[config.mk]
export PLATFORM = sky130hd
export DESIGN_NAME = rca_add_sequencer
export DESIGN_NICKNAME = d
export VERILOG_FILES = /design/src/rtl/rca_add_sequencer.sv
export SDC_FILE = /design/constraint.sdc
export NUM_CORES = 1
export LEC_CHECK = 0
export BUFFER_PORTS_ARGS = -buffer_cell sky130_fd_sc_hd__buf_2
export CAP_MARGIN = 5
export CORE_ASPECT_RATIO = 1.5
export CORE_MARGIN = 8
export CORE_UTILIZATION = 29
export CTS_CLUSTER_SIZE = 40
export DETAILED_ROUTE_END_ITERATION = 8
export SYNTH_ARGS = -nofsm -noshare
export SYNTH_HDL_FRONTEND = slang
export SYNTH_SLANG_ARGS = --single-unit
export TNS_END_PERCENT = 10
[constraint.sdc]
create_clock -name i_clk -period 3.5 [get_ports i_clk]
set_clock_uncertainty 0.2 [all_clocks]
set_input_delay 1.05 -clock i_clk [delete_from_list [all_inputs] [get_ports i_clk]]
set_output_delay 1.05 -clock i_clk [all_outputs]
set_load 0.1 [all_outputs]
[src/rtl/rca_add_sequencer.sv]


module rca_add_sequencer #(
    parameter  int DATA_WIDTH = 8,
    parameter  int NSLICES    = 4,
    localparam int OP_WIDTH   = DATA_WIDTH * NSLICES
) (
    input  logic                  i_clk,
    input  logic                  i_rst,
    input  logic                  i_req0,
    input  logic                  i_req1,
    input  logic [OP_WIDTH-1:0]   i_a0,
    input  logic [OP_WIDTH-1:0]   i_b0,
    input  logic                  i_cin0,
    input  logic [OP_WIDTH-1:0]   i_a1,
    input  logic [OP_WIDTH-1:0]   i_b1,
    input  logic                  i_cin1,
    output logic                  o_gnt0,
    output logic                  o_gnt1,
    output logic                  o_rsp_valid,
    input  logic                  i_rsp_ready,
    output logic                  o_rsp_id,
    output logic [OP_WIDTH-1:0]   o_rsp_sum,
    output logic                  o_rsp_cout,
    output logic                  o_busy,
    output logic [DATA_WIDTH-1:0] o_add_a,
    output logic [DATA_WIDTH-1:0] o_add_b,
    output logic                  o_add_cin,
    input  logic [DATA_WIDTH-1:0] i_add_sum,
    input  logic                  i_add_cout
);

    localparam int             IW       = (NSLICES > 1) ? $clog2(NSLICES) : 1;
    localparam logic [IW-1:0]  LAST_IDX = IW'(NSLICES - 1);

    typedef enum logic [1:0] {
        S_IDLE  = 2'd0,
        S_ISSUE = 2'd1,
        S_DRAIN = 2'd2,
        S_DONE  = 2'd3
    } state_t;

    state_t                r_state;
    state_t                w_state_nxt;
    logic [IW-1:0]         r_idx;
    logic [IW-1:0]         w_prev_idx;
    logic [OP_WIDTH-1:0]   r_a;
    logic [OP_WIDTH-1:0]   r_b;
    logic                  r_cin;
    logic                  r_id;
    logic                  r_ptr;
    logic [OP_WIDTH-1:0]   r_sum;
    logic                  r_cout;
    logic                  r_valid;
    logic                  r_busy;
    logic                  w_gnt0;
    logic                  w_gnt1;
    logic                  w_accept;
    logic [DATA_WIDTH-1:0] w_a_slice;
    logic [DATA_WIDTH-1:0] w_b_slice;

    // Round-robin arbitration; r_ptr names the requester served last.
    always_comb begin
        w_gnt0 = 1'b0;
        w_gnt1 = 1'b0;
        if ((r_state == S_IDLE) && !i_rst) begin
            if (i_req0 && i_req1) begin
                if (r_ptr) begin
                    w_gnt0 = 1'b1;
                end else begin
                    w_gnt1 = 1'b1;
                end
            end else if (i_req0) begin
                w_gnt0 = 1'b1;
            end else if (i_req1) begin
                w_gnt1 = 1'b1;
            end else begin
                w_gnt0 = 1'b0;
                w_gnt1 = 1'b0;
            end
        end else begin
            w_gnt0 = 1'b0;
            w_gnt1 = 1'b0;
        end
    end

    assign w_accept   = w_gnt0 | w_gnt1;
    assign w_prev_idx = r_idx - IW'(1);
    assign w_a_slice  = r_a[int'(r_idx) * DATA_WIDTH +: DATA_WIDTH];
    assign w_b_slice  = r_b[int'(r_idx) * DATA_WIDTH +: DATA_WIDTH];

    // State register.
    always_ff @(posedge i_clk) begin
        if (i_rst) begin
            r_state <= S_IDLE;
        end else begin
            r_state <= w_state_nxt;
        end
    end

    // Next-state and slice drive; the carry chains combinationally from the slice's lagged cout.
    always_comb begin
        w_state_nxt = r_state;
        o_add_a     = '0;
        o_add_b     = '0;
        o_add_cin   = 1'b0;
        case (r_state)
            S_IDLE: begin
                if (w_accept) begin
                    w_state_nxt = S_ISSUE;
                end else begin
                    w_state_nxt = S_IDLE;
                end
            end
            S_ISSUE: begin
                o_add_a = w_a_slice;
                o_add_b = w_b_slice;
                if (r_idx == '0) begin
                    o_add_cin = r_cin;
                end else begin
                    o_add_cin = i_add_cout;
                end
                if (r_idx == LAST_IDX) begin
                    w_state_nxt = S_DRAIN;
                end else begin
                    w_state_nxt = S_ISSUE;
                end
            end
            S_DRAIN: begin
                w_state_nxt = S_DONE;
            end
            S_DONE: begin
                if (i_rsp_ready) begin
                    w_state_nxt = S_IDLE;
                end else begin
                    w_state_nxt = S_DONE;
                end
            end
            default: begin
                w_state_nxt = S_IDLE;
            end
        endcase
    end

    // Operand latch, slice index and result assembly.
    always_ff @(posedge i_clk) begin
        if (i_rst) begin
            r_idx  <= '0;
            r_a    <= '0;
            r_b    <= '0;
            r_cin  <= 1'b0;
            r_id   <= 1'b0;
            r_ptr  <= 1'b1;
            r_sum  <= '0;
            r_cout <= 1'b0;
        end else begin
            case (r_state)
                S_IDLE: begin
                    if (w_accept) begin
                        r_a    <= w_gnt1 ? i_a1 : i_a0;
                        r_b    <= w_gnt1 ? i_b1 : i_b0;
                        r_cin  <= w_gnt1 ? i_cin1 : i_cin0;
                        r_id   <= w_gnt1;
                        r_ptr  <= w_gnt1;
                        r_sum  <= '0;
                        r_cout <= 1'b0;
                        r_idx  <= '0;
                    end
                end
                S_ISSUE: begin
                    if (r_idx != '0) begin
                        r_sum[int'(w_prev_idx) * DATA_WIDTH +: DATA_WIDTH] <= i_add_sum;
                    end
                    if (r_idx != LAST_IDX) begin
                        r_idx <= r_idx + IW'(1);
                    end
                end
                S_DRAIN: begin
                    r_sum[(NSLICES - 1) * DATA_WIDTH +: DATA_WIDTH] <= i_add_sum;
                    r_cout <= i_add_cout;
                end
                S_DONE: begin
                    r_idx <= r_idx;
                end
                default: begin
                    r_idx <= '0;
                end
            endcase
        end
    end

    // Status flags registered from the next state so they align with it.
    always_ff @(posedge i_clk) begin
        if (i_rst) begin
            r_valid <= 1'b0;
            r_busy  <= 1'b0;
        end else begin
            r_valid <= (w_state_nxt == S_DONE);
            r_busy  <= (w_state_nxt != S_IDLE);
        end
    end

    assign o_gnt0      = w_gnt0;
    assign o_gnt1      = w_gnt1;
    assign o_rsp_valid = r_valid;
    assign o_rsp_id    = r_id;
    assign o_rsp_sum   = r_sum;
    assign o_rsp_cout  = r_cout;
    assign o_busy      = r_busy;

endmodule
# Yosys cells after proc, flatten, opt, wreduce, memory -nomap -nowiden
# Cells that the tools add are included.
# op_classes
n_addsub	3
eq_ne	9
n_shift	4
n_mux	30
bitwise_logic	1
reduce_logical	15
# op_table
op	n
two-way mux 32 bit	4
indexed part select 32 x 6 -> 8 bit	2
one-hot mux 24 bit (2 select lines)	1
negator 5 -> 33 bit	1
variable shift 8 x 33 -> 32 bit, first input constant	1
indexed part select 8 x 33 -> 32 bit	1
bitwise mux 32 bit	1
one-hot mux 8 bit (3 select lines)	1
two-way mux 8 bit	2
two-way mux 1 bit	14
AND reduction 3 bit	3
equality test 2 bit, second input constant	4
two-way mux 2 bit	4
inequality test 2 bit, second input constant	4
one-hot mux 2 bit (4 select lines)	1
nonzero test 2 bit	4
logical NOT 2 bit	2
one-hot mux 2 bit (2 select lines)	1
AND reduction 2 bit	2
nonzero test 3 bit	1
adder 2 x 1 -> 2 bit, second input constant	1
equality test 2 x 1 -> 1 bit, second input constant	1
logical AND 1 bit	2
one-hot mux 1 bit (2 select lines)	1
other kinds (3)	3
# word_totals
ff_bits	106
inputBits	144
output_inout_bits	55

# Depth between registers and ports, before layout
# depth
word_depth	8
ltp_mapped	10

# Worst setup path after synthesis
# No wires, ideal clock.
# synth_timing
kind	reg2out
startpoint	register r_idx[0]
endpoint	output port o_add_cin
t_arrival_ps	2392
slack_ps	-142
path_stages_with_launch	6
path_buffers	1
cell_sequence	dfxtp_1 buf_4 inv_1 ha_1 mux2i_1 nor2_1
# synth_between
elab_chain_cells	3
# synth_lines
element	line	rtl
start: declaration	45	logic [IW-1:0] r_idx;
start signal: assignment	175	r_idx <= r_idx + IW'(1);
start signal: assignment	183	r_idx <= r_idx;
logical NOT 2 bit	118	if (r_idx == '0) begin
two-way mux 1 bit	118	
two-way mux 1 bit	107	case (r_state)
end: declaration	28	output logic o_add_cin,
# Every way passes these cells.

# Final worst setup path
# Ends and elaborated chain as after synthesis.

==> flow_summary_export.csv <==
group,metric,value,unit
timing,worstMarginPinSlew,912,ps
detailed_routing,vias,4564,
timing,slew-limit-headroom,38.7,%
critical_path,crit_path_max_fanout,18,
synth,number_of_cells_produced_by_synthesis,473,
detailed_routing,wl_per_cell,19.4,µm
placement,gp_congestion,0.808,
detailed_routing,remaining_drc_errors,0,
critical_path,critical_path.startpoint,"r_idx[0]$_SDFFE_PP0P_",
timing,setup_ws,284,ps
clock_network,cts.repair.resized,0,
timing,finalSetupViolations,0,
placement,hpwlAfterDp,12300,µm
placement,place_worst_setup_slack,444,ps
clock_network,cts_sinks,106,
cells_and_area,layout-drive-gt1-share,39.0,%
die,die_height,174,µm
die,top_level_ports,199,
timing,final.min_clock_period,3220,ps
timing,setup-tns-final,0,ps
synth,synth.lib_cells_used.distinct,38,
synth,synthFlopType,"dfxtp_1",
clock_network,tritoncts_clock_tree,"done",
grt,grt_antenna_before_repair,7,
critical_path,crit_required,2250,ps
synth,synth.yosys.seq_area_share,43.8,%
timing,final_max_slew_viol_count,0,
grt,global_route.overflow_total,0,
clock_network,cts_buffers,9,
synth,synth.ff_latch_count,106,
grt,grt.total_usage,15.6,%
detailed_routing,drt_iter0_markers,438,
clock_network,postCtsSetupRepairBufs,0,
detailed_routing,route.final.wire_length,16800,µm
cells_and_area,filler_cell_count,1656,
synth,ys.warnings.count,0,
placement,numPortBuffers,198,
power_and_ir_drop,leakagePower,2.82,nW
flow_run,drv_cap,0,
critical_path,r2r_setup_slack,880,ps
cells_and_area,flow.area_growth_from_synthesis,35.8,%
synth,yosys.area.top_type,"dfxtp_1",
cells_and_area,commonest_cells_after_routing_fill_and_taps_aside,"buf_2 (178), dfxtp_1 (105), nor2_1 (70)",
clock_network,cts.hold.buffers_added,0,
synth,ys_top_cells_by_area,"dfxtp_1 (44%), a222oi_1 (13%), mux4_2 (7.4%), nor2_1 (5.5%), mux2i_1 (5.2%)",
die,num_rows,58,
min_path,min-delay-start,"o_rsp_sum[21]$_SDFFE_PP0P_",
clock_network,cts.htree.levels,3,
synth,number_of_synthesized_flops_with_an_enable_pin,0,
detailed_routing,detailed_router_iteration_count_before_antenna_repair,7,
synth,asyncSetResetFlopFracSynth,0,%
critical_path,reg2reg_from,"r_state[1]$_SDFF_PP0_",
synth,synth.avg_cell_area,10.2,µm²
cells_and_area,multiInputGateArea,2470,µm²
clock_network,clock_tree.buffer_depth,2,
clock_network,worstSkewPairLatency,330,ps
die,die_area,21200,µm²
cells_and_area,nets,805,
clock_network,library_cell_used_as_clock_root_buffer,"clkbuf_16",
min_path,min-delay-path-class,"reg -> reg",
die,initial_core_util,29.3,%
detailed_routing,vias_per_cell,5.25,
grt,wire_length_of_the_first_global_routing_pass,26300,µm
cells_and_area,mostFrequentLayoutCell,"buf_2",
detailed_routing,antenna_left,0,
critical_path,worstSetupEndpointType,"output pin",
power_and_ir_drop,vdd_ir_drop_max,265,µV
critical_path,startpoint_type,"register",
timing,fin_hold_ws,269,ps
timing,timing.final.crit_share,91.9,%
synth,synth_fp_nets,627,
timing,hold_viol,0,
timing,rsz0062_at_grt,"no",
cells_and_area,seq_area,2120,µm²
outcome,run_status,"finished, final reports clean",
critical_path,crit_arrival,1970,ps
die,floorplan.die.width,122,µm
critical_path,critical_setup_path_kind,"reg -> out",
synth,synth_area,4850,µm²
synth,synth_top_area_share,43.8,%
die,floorplan.core_area,16500,µm²
clock_network,clkSlewWorstSetupHoldPaths,70,ps
grt,grt_pass1_vias,4772,
grt,grt_max_degree,67,
power_and_ir_drop,pwr_density_cell,441,nW/µm²
timing,max_freq,311,MHz
layout make-up:
class | instances | area share (%)
well taps | 210 | 3.99
diodes | 3 | 0.114
repair buffers | 210 | 20.8
inverters | 9 | 0.514
clock buffers | 10 | 3.63
multi-input cells | 315 | 37.6
flip-flops and latches | 106 | 32.3
clock inverters | 6 | 1.10
registers in the layout (all words and copies together), names as in the netlist:
register and flops:
o_rsp_sum 32, r_a 32, r_b 32, r_idx 2, r_state 2, o_busy 1, o_rsp_cout 1, o_rsp_id 1
o_rsp_valid 1, r_cin 1, r_ptr 1
synth_stat cells, drive strengths merged (6+ instances only):
library cell	number
o21ai	6
ha	10
nand2	30
nand2b	28
nor2	71
buf	25
dfxtp	106
mux4	16
inv	9
a22o	8
clkbuf	18
and2	16
mux2i	25
nor2b	10
a222oi	65
layer usage:
layer	vias up	global-route usage, %	wire [µm]
met2	167	27.5	8870
met1	2210	17.2	6480
li1	2154	-	-
met3	25	4.58	1190
met4	8	5.42	233
met5	-	0	46
power breakdown:
part | internal, mW | switching, mW
clock | 0.586 | 0.470
sequential | 1.26 | 0.0345
combinational | 0.238 | 0.310
worst paths after layout:
| kind | to | cells past startpoint |
|---|---|---|
| worst min register to register | o_rsp_sum[21]$_SDFFE_PP0P_ | 2 |
| worst max register to register | o_rsp_sum[30]$_SDFFE_PP0P_ | 6 |
| worst max-delay path | o_add_cin | 6 |
| worst min-delay path | o_rsp_sum[21]$_SDFFE_PP0P_ | 2 |
cell families (layout without fill, tap and decap cells):
logic type / Yosys count / after routing / share of synthesized area (%)
buffers and inverters: 52 / 235 / 5.53
AOI/OAI and AO/OA: 92 / 92 / 17.9
muxes: 41 / 41 / 12.6
adders and majority gates: 10 / 10 / 2.58
DFF: 106 / 106 / 43.8
other: 0 / 3 / 0
and+or+nand+nor: 172 / 172 / 17.6
worst max-delay path: stages, from the launching register on:
cell and delay [ps]:
dfxtp_2 310, buf_4 350, inv_1 150, ha_1 310
mux2i_1 160, nor2_2 140, buf_12 190
through the flow:
step	cells	utilization, %	power (mW)	cell area (µm²)
2_1_floorplan	473	-	1.68	4850
3_3_place_gp	850	37.8	1.87	6260
3_5_place_dp	850	37.8	1.88	6260
4_1_cts	866	39.7	2.95	6570
5_1_grt	869	39.8	3.04	6580
6_report	869	39.8	2.90	6580
(Power assumes the default switching activity.)
